### src/rtl/snowbro2_snd_bus_if.sv
// rtl/snowbro2_snd_bus_if.sv - 68000 sound-window bus and YM2151/OKI6295 port signals
interface snowbro2_snd_bus_if;
    logic       SND_SEL;
    logic [1:0] CPU_A;
    logic       CPU_AS_N;
    logic       CPU_LDS_N;
    logic       CPU_RW;
    logic [7:0] CPU_DIN;
    logic [7:0] CPU_DOUT;
    logic       CPU_DTACK_N;
    logic       YM2151_CS;
    logic       YM2151_WE;
    logic       YM2151_WR_CMD;
    logic [7:0] YM2151_DIN;
    logic [7:0] YM2151_DOUT;
    logic       OKI_CS;
    logic       OKI_WE;
    logic [7:0] OKI_DIN;
    logic [7:0] OKI_DOUT;
    logic       OKI_BANK;

    modport master (
        output SND_SEL, CPU_A, CPU_AS_N, CPU_LDS_N, CPU_RW, CPU_DIN,
        output YM2151_DOUT, OKI_DOUT,
        input  CPU_DOUT, CPU_DTACK_N,
        input  YM2151_CS, YM2151_WE, YM2151_WR_CMD, YM2151_DIN,
        input  OKI_CS, OKI_WE, OKI_DIN, OKI_BANK
    );

    modport slave (
        input  SND_SEL, CPU_A, CPU_AS_N, CPU_LDS_N, CPU_RW, CPU_DIN,
        input  YM2151_DOUT, OKI_DOUT,
        output CPU_DOUT, CPU_DTACK_N,
        output YM2151_CS, YM2151_WE, YM2151_WR_CMD, YM2151_DIN,
        output OKI_CS, OKI_WE, OKI_DIN, OKI_BANK
    );
endinterface

### src/rtl/snowbro2_snd_bus.sv
// rtl/snowbro2_snd_bus.sv - 68000 byte-cycle bridge to YM2151/OKI6295 strobes with OKI bank register
// One access per address strobe: IDLE -> ACCESS (counted strobe) -> ACK (DTACK until AS_N rises).
module snowbro2_snd_bus #(
    parameter int WR_CYCLES = 4,
    parameter int RD_CYCLES = 2
) (
    input  logic                     CLK,
    input  logic                     RESET_N,
    snowbro2_snd_bus_if.slave        bus
);

    typedef enum logic [1:0] {
        S_IDLE   = 2'd0,
        S_ACCESS = 2'd1,
        S_ACK    = 2'd2
    } state_t;

    localparam logic [3:0] WR_LOAD = 4'(WR_CYCLES - 1);
    localparam logic [3:0] RD_LOAD = 4'(RD_CYCLES - 1);

    state_t     state_q, state_d;
    logic [3:0] cnt_q, cnt_d;
    logic [1:0] a_q, a_d;
    logic       rw_q, rw_d;
    logic [7:0] dout_q, dout_d;
    logic       dtack_n_q, dtack_n_d;
    logic       ym_cs_q, ym_cs_d;
    logic       ym_we_q, ym_we_d;
    logic       ym_wr_cmd_q, ym_wr_cmd_d;
    logic [7:0] ym_din_q, ym_din_d;
    logic       oki_cs_q, oki_cs_d;
    logic       oki_we_q, oki_we_d;
    logic [7:0] oki_din_q, oki_din_d;
    logic       oki_bank_q, oki_bank_d;

    always_comb begin
        state_d     = state_q;
        cnt_d       = cnt_q;
        a_d         = a_q;
        rw_d        = rw_q;
        dout_d      = dout_q;
        dtack_n_d   = dtack_n_q;
        ym_cs_d     = ym_cs_q;
        ym_we_d     = ym_we_q;
        ym_wr_cmd_d = ym_wr_cmd_q;
        ym_din_d    = ym_din_q;
        oki_cs_d    = oki_cs_q;
        oki_we_d    = oki_we_q;
        oki_din_d   = oki_din_q;
        oki_bank_d  = oki_bank_q;

        unique case (state_q)
            S_IDLE: begin
                if (!bus.CPU_AS_N && bus.SND_SEL) begin
                    if (!bus.CPU_LDS_N) begin
                        state_d = S_ACCESS;
                        a_d     = bus.CPU_A;
                        rw_d    = bus.CPU_RW;
                        cnt_d   = bus.CPU_RW ? RD_LOAD : WR_LOAD;
                        unique case (bus.CPU_A)
                            2'd0, 2'd1: begin
                                ym_cs_d     = 1'b1;
                                ym_we_d     = bus.CPU_RW;
                                ym_wr_cmd_d = bus.CPU_A[0];
                                if (!bus.CPU_RW) ym_din_d = bus.CPU_DIN;
                            end
                            2'd2: begin
                                oki_cs_d = 1'b1;
                                oki_we_d = bus.CPU_RW;
                                if (!bus.CPU_RW) oki_din_d = bus.CPU_DIN;
                            end
                            default: begin
                                // Bank register: no chip strobe, just the timed cycle.
                                if (!bus.CPU_RW) oki_bank_d = bus.CPU_DIN[0];
                            end
                        endcase
                    end else begin
                        // Upper-byte-only access: acknowledge so the CPU does not hang.
                        state_d   = S_ACK;
                        dtack_n_d = 1'b0;
                    end
                end
            end

            S_ACCESS: begin
                if (bus.CPU_AS_N) begin
                    state_d  = S_IDLE;
                    ym_cs_d  = 1'b0;
                    ym_we_d  = 1'b1;
                    oki_cs_d = 1'b0;
                    oki_we_d = 1'b1;
                end else if (cnt_q == 4'd0) begin
                    state_d   = S_ACK;
                    dtack_n_d = 1'b0;
                    ym_cs_d   = 1'b0;
                    ym_we_d   = 1'b1;
                    oki_cs_d  = 1'b0;
                    oki_we_d  = 1'b1;
                    if (rw_q) begin
                        unique case (a_q)
                            2'd0, 2'd1: dout_d = bus.YM2151_DOUT;
                            2'd2:       dout_d = bus.OKI_DOUT;
                            default:    dout_d = {7'b0, oki_bank_q};
                        endcase
                    end
                end else begin
                    cnt_d = cnt_q - 4'd1;
                end
            end

            S_ACK: begin
                if (bus.CPU_AS_N) begin
                    state_d   = S_IDLE;
                    dtack_n_d = 1'b1;
                end
            end

            default: begin
                state_d   = S_IDLE;
                dtack_n_d = 1'b1;
                ym_cs_d   = 1'b0;
                ym_we_d   = 1'b1;
                oki_cs_d  = 1'b0;
                oki_we_d  = 1'b1;
            end
        endcase
    end

    always_ff @(posedge CLK or negedge RESET_N) begin
        if (!RESET_N) begin
            state_q     <= S_IDLE;
            cnt_q       <= 4'd0;
            a_q         <= 2'd0;
            rw_q        <= 1'b1;
            dout_q      <= 8'd0;
            dtack_n_q   <= 1'b1;
            ym_cs_q     <= 1'b0;
            ym_we_q     <= 1'b1;
            ym_wr_cmd_q <= 1'b0;
            ym_din_q    <= 8'd0;
            oki_cs_q    <= 1'b0;
            oki_we_q    <= 1'b1;
            oki_din_q   <= 8'd0;
            oki_bank_q  <= 1'b0;
        end else begin
            state_q     <= state_d;
            cnt_q       <= cnt_d;
            a_q         <= a_d;
            rw_q        <= rw_d;
            dout_q      <= dout_d;
            dtack_n_q   <= dtack_n_d;
            ym_cs_q     <= ym_cs_d;
            ym_we_q     <= ym_we_d;
            ym_wr_cmd_q <= ym_wr_cmd_d;
            ym_din_q    <= ym_din_d;
            oki_cs_q    <= oki_cs_d;
            oki_we_q    <= oki_we_d;
            oki_din_q   <= oki_din_d;
            oki_bank_q  <= oki_bank_d;
        end
    end

    assign bus.CPU_DOUT      = dout_q;
    assign bus.CPU_DTACK_N   = dtack_n_q;
    assign bus.YM2151_CS     = ym_cs_q;
    assign bus.YM2151_WE     = ym_we_q;
    assign bus.YM2151_WR_CMD = ym_wr_cmd_q;
    assign bus.YM2151_DIN    = ym_din_q;
    assign bus.OKI_CS        = oki_cs_q;
    assign bus.OKI_WE        = oki_we_q;
    assign bus.OKI_DIN       = oki_din_q;
    assign bus.OKI_BANK      = oki_bank_q;

endmodule

### src/flat_wrapper.sv
// flat-port wrapper written by rule: the top's interface ports become plain ports
module snowbro2_snd_bus_flat 
#(
    parameter int WR_CYCLES = 4,
    parameter int RD_CYCLES = 2
)
  (CLK, RESET_N, bus_SND_SEL, bus_CPU_A, bus_CPU_AS_N, bus_CPU_LDS_N, bus_CPU_RW, bus_CPU_DIN, bus_YM2151_DOUT, bus_OKI_DOUT, bus_CPU_DOUT, bus_CPU_DTACK_N, bus_YM2151_CS, bus_YM2151_WE, bus_YM2151_WR_CMD, bus_YM2151_DIN, bus_OKI_CS, bus_OKI_WE, bus_OKI_DIN, bus_OKI_BANK);
  snowbro2_snd_bus_if bus_i ();
  input  logic CLK;
  input  logic RESET_N;
  input wire logic [$bits(bus_i.SND_SEL)-1:0] bus_SND_SEL;
  input wire logic [$bits(bus_i.CPU_A)-1:0] bus_CPU_A;
  input wire logic [$bits(bus_i.CPU_AS_N)-1:0] bus_CPU_AS_N;
  input wire logic [$bits(bus_i.CPU_LDS_N)-1:0] bus_CPU_LDS_N;
  input wire logic [$bits(bus_i.CPU_RW)-1:0] bus_CPU_RW;
  input wire logic [$bits(bus_i.CPU_DIN)-1:0] bus_CPU_DIN;
  input wire logic [$bits(bus_i.YM2151_DOUT)-1:0] bus_YM2151_DOUT;
  input wire logic [$bits(bus_i.OKI_DOUT)-1:0] bus_OKI_DOUT;
  output wire logic [$bits(bus_i.CPU_DOUT)-1:0] bus_CPU_DOUT;
  output wire logic [$bits(bus_i.CPU_DTACK_N)-1:0] bus_CPU_DTACK_N;
  output wire logic [$bits(bus_i.YM2151_CS)-1:0] bus_YM2151_CS;
  output wire logic [$bits(bus_i.YM2151_WE)-1:0] bus_YM2151_WE;
  output wire logic [$bits(bus_i.YM2151_WR_CMD)-1:0] bus_YM2151_WR_CMD;
  output wire logic [$bits(bus_i.YM2151_DIN)-1:0] bus_YM2151_DIN;
  output wire logic [$bits(bus_i.OKI_CS)-1:0] bus_OKI_CS;
  output wire logic [$bits(bus_i.OKI_WE)-1:0] bus_OKI_WE;
  output wire logic [$bits(bus_i.OKI_DIN)-1:0] bus_OKI_DIN;
  output wire logic [$bits(bus_i.OKI_BANK)-1:0] bus_OKI_BANK;
  assign bus_i.SND_SEL = bus_SND_SEL;
  assign bus_i.CPU_A = bus_CPU_A;
  assign bus_i.CPU_AS_N = bus_CPU_AS_N;
  assign bus_i.CPU_LDS_N = bus_CPU_LDS_N;
  assign bus_i.CPU_RW = bus_CPU_RW;
  assign bus_i.CPU_DIN = bus_CPU_DIN;
  assign bus_i.YM2151_DOUT = bus_YM2151_DOUT;
  assign bus_i.OKI_DOUT = bus_OKI_DOUT;
  assign bus_CPU_DOUT = bus_i.CPU_DOUT;
  assign bus_CPU_DTACK_N = bus_i.CPU_DTACK_N;
  assign bus_YM2151_CS = bus_i.YM2151_CS;
  assign bus_YM2151_WE = bus_i.YM2151_WE;
  assign bus_YM2151_WR_CMD = bus_i.YM2151_WR_CMD;
  assign bus_YM2151_DIN = bus_i.YM2151_DIN;
  assign bus_OKI_CS = bus_i.OKI_CS;
  assign bus_OKI_WE = bus_i.OKI_WE;
  assign bus_OKI_DIN = bus_i.OKI_DIN;
  assign bus_OKI_BANK = bus_i.OKI_BANK;
  snowbro2_snd_bus #(.WR_CYCLES(WR_CYCLES), .RD_CYCLES(RD_CYCLES)) u_core (.CLK(CLK), .RESET_N(RESET_N), .bus(bus_i));
endmodule
### config.mk
export PLATFORM = sky130hd
export DESIGN_NAME = snowbro2_snd_bus_flat
export DESIGN_NICKNAME = d
export VERILOG_FILES = /design/src/rtl/snowbro2_snd_bus_if.sv /design/src/rtl/snowbro2_snd_bus.sv /design/src/flat_wrapper.sv
export SDC_FILE = /design/constraint.sdc
export NUM_CORES = 1
export LEC_CHECK = 0
export ABC_CLOCK_PERIOD_IN_PS = 5050
export BUFFER_PORTS_ARGS = -buffer_cell sky130_fd_sc_hd__buf_2
export CORE_ASPECT_RATIO = 1.4
export CORE_MARGIN = 2
export CORE_UTILIZATION = 50
export CTS_CLUSTER_DIAMETER = 100
export CTS_CLUSTER_SIZE = 24
export DETAILED_ROUTE_END_ITERATION = 10
export HOLD_SLACK_MARGIN = 0.15
export PLACE_DENSITY = 0.9
export SLEW_MARGIN = 30
export SYNTH_ARGS = -nofsm -noshare
export SYNTH_HDL_FRONTEND = slang
export SYNTH_SLANG_ARGS = --single-unit
### constraint.sdc
create_clock -name CLK -period 5.05 [get_ports CLK]
set_input_delay 1.01 -clock CLK [delete_from_list [all_inputs] [get_ports CLK]]
set_output_delay 1.01 -clock CLK [all_outputs]
set_load 0.1 [all_outputs]
# == Word level (Yosys, flattened, before mapping) ==
# Index checks and enable logic that the tools add are counted.
# totals
in_bits,32
out_inout_bits,31
word_cells,95
reg_bits,40
# classes
add_sub_neg,1
n_reduce_logical,21
eq_ne,16
n_mux,38
n_bitwise,5
# op_table
op,n
5-bit AND reduction,7
1-bit two-way mux,20
4-bit two-way mux,4
8-bit one-hot mux with 2 select lines,1
1-bit one-hot mux with 3 select lines,5
"2-bit != test, second input constant",7
2-bit two-way mux,6
4-bit one-hot mux with 2 select lines,1
4-bit AND reduction,2
"2-bit by 1-bit == test with 1-bit output, second input constant",3
"2-bit == test, second input constant",3
2-bit zero test,3
2-bit one-hot mux with 3 select lines,1
3-bit AND reduction,2
1-bit inverter,5
4-bit zero test,1
"2-bit by 1-bit != test with 1-bit output, second input constant",2
2-bit OR reduction,2
"4-bit by 1-bit subtractor with 4-bit output, second input constant",1
"3-bit by 2-bit != test with 1-bit output, second input constant",1
3-bit OR reduction,1
2-bit nonzero test,1
1-bit logical AND,1
1-bit zero test,1

# == Longest topological paths before layout ==
# depth
ltp_word,6
depth_mapped,6
ltp_nobuf,5

# == Worst setup path before layout ==
# OpenSTA, ideal clock, no wires.
# synth_path
path_kind,input -> register
startpoint,input bus_CPU_AS_N
endpoint,"register u_core.oki_din_q[0], in the netlist u_core.bus.OKI_DIN[0]"
arrival_ps,2482
stages,4
required_ps,4925
path_slack_ps,2442
path_buffers,1
cell_sequence,or4b_1 buf_6 nor4b_4 mux2_2
# synth_via
elab_chain_cells,3
# synth_lines
element,line_no,source
"start, declared",flat_wrapper.sv:13,input wire logic [$bits(bus_i.CPU_AS_N)-1:0] bus_CPU_AS_N;
1-bit zero test,snowbro2_snd_bus.sv:54,if (!bus.CPU_AS_N && bus.SND_SEL) begin
1-bit logical AND,snowbro2_snd_bus.sv:54,
5-bit AND reduction (no source line),-,
"end signal, assigned",snowbro2_snd_bus.sv:158,oki_din_q <= oki_din_d;
"end, declared",snowbro2_snd_bus.sv:33,"logic [7:0] oki_din_q, oki_din_d;"
# No other way between the ends.
# A chain may end at the register's enable or synchronous reset.

# == Worst setup path in the final report ==
# layout_path
startpoint,input bus_CPU_AS_N
endpoint,"register u_core.oki_din_q[1], in the netlist u_core.bus.OKI_DIN[1]"
# The elaborated chain is that of the path after synthesis.

==> implementation parameters <==
Parameter                              Value

Worst setup path
  Endpoint of the lowest-slack register-to-register path ... u_core.bus.CPU_DOUT[0]$_DFFE_PN0P_
  Reg-to-reg startpoint ... u_core.state_q[0]$_DFFE_PN0P_
  Kind of end point of the critical path ... flip-flop
  Category of the most critical setup path ... in2reg
  Maximum net fanout on the critical path ... 9
  Worst endpoint data arrival time ... around 2.8 ns
  End point of the critical path ... u_core.bus.OKI_DIN[1]$_DFFE_PN0P_
  Minimum setup slack among reg-to-reg paths ... ~2.6 ns
  Startpoint type of the worst setup path ... primary input
  Beginning of the critical path ... bus_CPU_AS_N
  Cells on worst reg2reg path ... 3
  Required arrival time at the worst endpoint ... roughly 5.2 ns

Place
  Detailed placement HPWL ... approximately 3 mm
  Final Wtd Congestion ... between 0.8 and 0.9
  Number of input and output port buffers inserted ... 62

Floorplan
  Std-Cell Core Area ... about 3600 um^2
  Vert. Die Dim ... 76.3 um
  Initial cell density of the core ... 51.7%
  # IOs ... 63
  Chip Width ... around 56 um
  Total die area ... about 4200 um^2
  Cell row count ... 26

Timing
  Max Clock Freq ... about 380 MHz
  Worst-Margin Slew ... about 0.7 ns
  Final count of hold timing violations ... 0
  Slew margin rel. ... a little over half
  Final Max Slew Viols ... 0
  Total negative slack ... 0 ns
  Time the worst path needs with I/O delays and setup ... ~2.6 ns
  Final Skew ... ~0.0037 ns
  Setup repair after global routing missed its margin ... no
  Final setup fails ... 0
  Final cycle utilization of the critical path ... between 50% and 60%

Clocking
  Clock transition at the registers of the reported paths ... ~0.070 ns
  Clock Tree Root ... sky130_fd_sc_hd__clkbuf_8
  TritonCTS Buffers ... 5
  TritonCTS clock tree ... built
  Post-CTS Setup Inserts ... 0
  Clock latency on the worst-skew pair ... around 0.29 ns
  Count of hold-fix buffers inserted at cts ... 0
  CTS sink count ... 40
  Number of instances resized during post-cts repair ... 0
  Maximum level of the CTS H-tree ... 2
  Maximum number of buffers from clock root to sink ... 2

Detailed routing
  Number of nets still failing antenna checks after routing ... 0
  1st-pass router iterations ... 4
  Remaining routing DRC violations ... 0
  Overall routed net length ... approximately 3.9 mm
  First-iteration detailed-routing DRC count ... between 50 and 60
  Wire per inst ... roughly 15 um
  Count of vias placed by the detailed router ... ~1400
  Vias per Instance ... ~5.4

Synthesis
  Post-synthesis async set-or-reset flop share ... 100%
  EDFF count, synth ... 0
  Number of cells produced by synthesis ... around 150
  Count of cell types in the netlist ... 34
  Flip-flop cell with the highest count after synthesis ... sky130_fd_sc_hd__dfrtp_1
  Average cell area after synthesis ... around 12 um^2
  Part of the Yosys area used for sequential elements ... 53.9%
  Yosys warning count ... 0
  Register bit count reported by yosys ... 40
  Post-synth net total ... 187
  Post-synthesis cell area ... around 1900 um^2

Hold path
  Min-Delay Path Class ... reg2reg

GRT
  Number of global-route vias before repair ... around 1400
  Largest net degree at the start of global routing ... 41
  First-pass GRT wire length ... 6.60 mm
  GRT Residual Overflow ... 0
  Total GRT Usage ... between 20% and 30%
  Initial antenna violation count ... 0

Finish
  Fin nets ... roughly 250
  Flip-flop and latch area ... about 1000 um^2
  Highest-count cells in the layout ignoring fill and taps ... 61 x sky130_fd_sc_hd__buf_2, 36 x sky130_fd_sc_hd__dfrtp_1, 23 x sky130_fd_sc_hd__mux2_2
  Most frequent standard cell in the layout excluding fill and tap cells ... sky130_fd_sc_hd__buf_2
  Area taken by multi-input logic gates ... around 780 um^2
  Share of post-route cells with drive strength above 1 ... 45.4%
  Growth of design area from synthesis to finish ... 22.1%
  Total inserted antenna cells ... 0
  Filler cells ... 300
  Utilization after layout ... 63.1%

Flow run
  Max capacitance violation total ... 0

Pwr
  Part of the total power dissipated in the clock network ... about 14%
  Power per cell area ... around 620 nW/um^2
  Switching power total ... between 0.7 and 0.8 mW
  Leakage ... about 1.1 nW
  Power share of the sequential group ... roughly 34%
  Worst supply voltage drop on vdd ... approximately 0.00037 V
  Share of total power consumed by net switching ... between 50% and 60%
  Portion of total power attributed to combinational logic ... between 50% and 60%
  Int Pwr ... approximately 0.65 mW

Outcome
  Outcome ... finished clean
[power by group through the flow]
stage	registers, mW	logic [mW]	clock network, mW
final	0.483	0.730	0.202
after global routing	0.497	0.760	0.220
after global placement	0.484	0.722	0
after CTS	0.483	0.735	0.208
after detailed placement	0.488	0.734	0
after floorplan	0.945	0.145	0
[kinds of logic after synthesis]
family,synth area share [%]
compound gates,7.85
fa+ha+maj,1.34
buf+inv,4.09
flops,53.9
mux,18.7
simple gates,14.1
[worst max-delay path, stage by stage]
cell,delay [ns]
sky130_fd_sc_hd__buf_2,0.13
sky130_fd_sc_hd__or4b_1,0.69
sky130_fd_sc_hd__nor4b_4,0.56
sky130_fd_sc_hd__mux2_2,0.40
[routing by layer]
layer	global-route usage [%]	share of wire, %
met1	22.9	39
met2	33.8	52
met3	6.62	7.4
met5	0	0
met4	8.78	2.2
[through the flow]
stage	hold WS, ns	instances	area, um^2	total power [mW]	setup slack (ns)
after floorplan	0.503	153	1870	1.09	2.44
after global placement	0.487	252	2190	1.21	2.16
after detailed placement	0.490	252	2190	1.22	2.11
after CTS	0.509	260	2270	1.43	2.42
after global routing	0.523	260	2280	1.48	2.34
final	0.505	260	2280	1.41	2.43
[worst min path at each step]
stage | start | to | slack [ns] | depth (start not counted)
2_1_floorplan | u_core.cnt_q[2]$_DFFE_PN0P_ | u_core.cnt_q[2]$_DFFE_PN0P_ | 0.50 | 1
3_3_place_gp | u_core.bus.YM2151_WR_CMD$_DFFE_PN0P_ | u_core.bus.YM2151_WR_CMD$_DFFE_PN0P_ | 0.49 | 1
3_5_place_dp | u_core.bus.YM2151_DIN[1]$_DFFE_PN0P_ | u_core.bus.YM2151_DIN[1]$_DFFE_PN0P_ | 0.49 | 1
4_1_cts | u_core.bus.YM2151_DIN[4]$_DFFE_PN0P_ | u_core.bus.YM2151_DIN[4]$_DFFE_PN0P_ | 0.51 | 1
5_1_grt | u_core.bus.YM2151_DIN[1]$_DFFE_PN0P_ | u_core.bus.YM2151_DIN[1]$_DFFE_PN0P_ | 0.52 | 1
6_report | u_core.bus.YM2151_DIN[4]$_DFFE_PN0P_ | u_core.bus.YM2151_DIN[4]$_DFFE_PN0P_ | 0.51 | 1
[synth_stat cells (all sizes together) (2+ instances only)]
master / instances / area, um^2
inv: 11 / 41.3
dfrtp: 36 / 901
nand3: 4 / 20.0
clkbuf: 2 / 7.51
nor2b: 9 / 56.3
nor3: 4 / 20.0
mux2i: 9 / 90.1
dfstp: 4 / 105
a31oi: 2 / 12.5
o21ai: 2 / 10.0
a21oi: 11 / 55.1
nor4: 3 / 33.8
buf: 3 / 27.5
ha: 2 / 25.0
nor3b: 2 / 15.0
nand2: 2 / 7.51
mux2: 23 / 259
a211oi: 4 / 30.0
or3b: 2 / 17.5
nor4b: 2 / 32.5
nor2: 6 / 22.5
[layout make-up]
| type | instances | share of cell area, % |
|---|---|---|
| well taps | 42 | 2.31 |
| clock inverters | 1 | 0.220 |
| multi-input cells | 97 | 34.4 |
| flip-flops and latches | 40 | 44.2 |
| repair buffers | 62 | 13.7 |
| inverters | 11 | 1.81 |
| clock buffers | 7 | 3.35 |
[registers in the layout, summed over array words and instances, names as in the netlist]
| register | count |
|---|---|
| u_core.bus.YM2151_CS | 1 |
| u_core.bus.CPU_DTACK_N | 1 |
| u_core.bus.OKI_BANK | 1 |
| u_core.bus.YM2151_WE | 1 |
| u_core.bus.OKI_WE | 1 |
| u_core.bus.CPU_DOUT | 8 |
| u_core.bus.OKI_DIN | 8 |
| u_core.bus.YM2151_DIN | 8 |
| u_core.state_q | 2 |
| u_core.rw_q | 1 |
| u_core.bus.OKI_CS | 1 |
| u_core.bus.YM2151_WR_CMD | 1 |
| u_core.cnt_q | 4 |
| u_core.a_q | 2 |
Note: power is estimated with default switching activity, not from simulation.
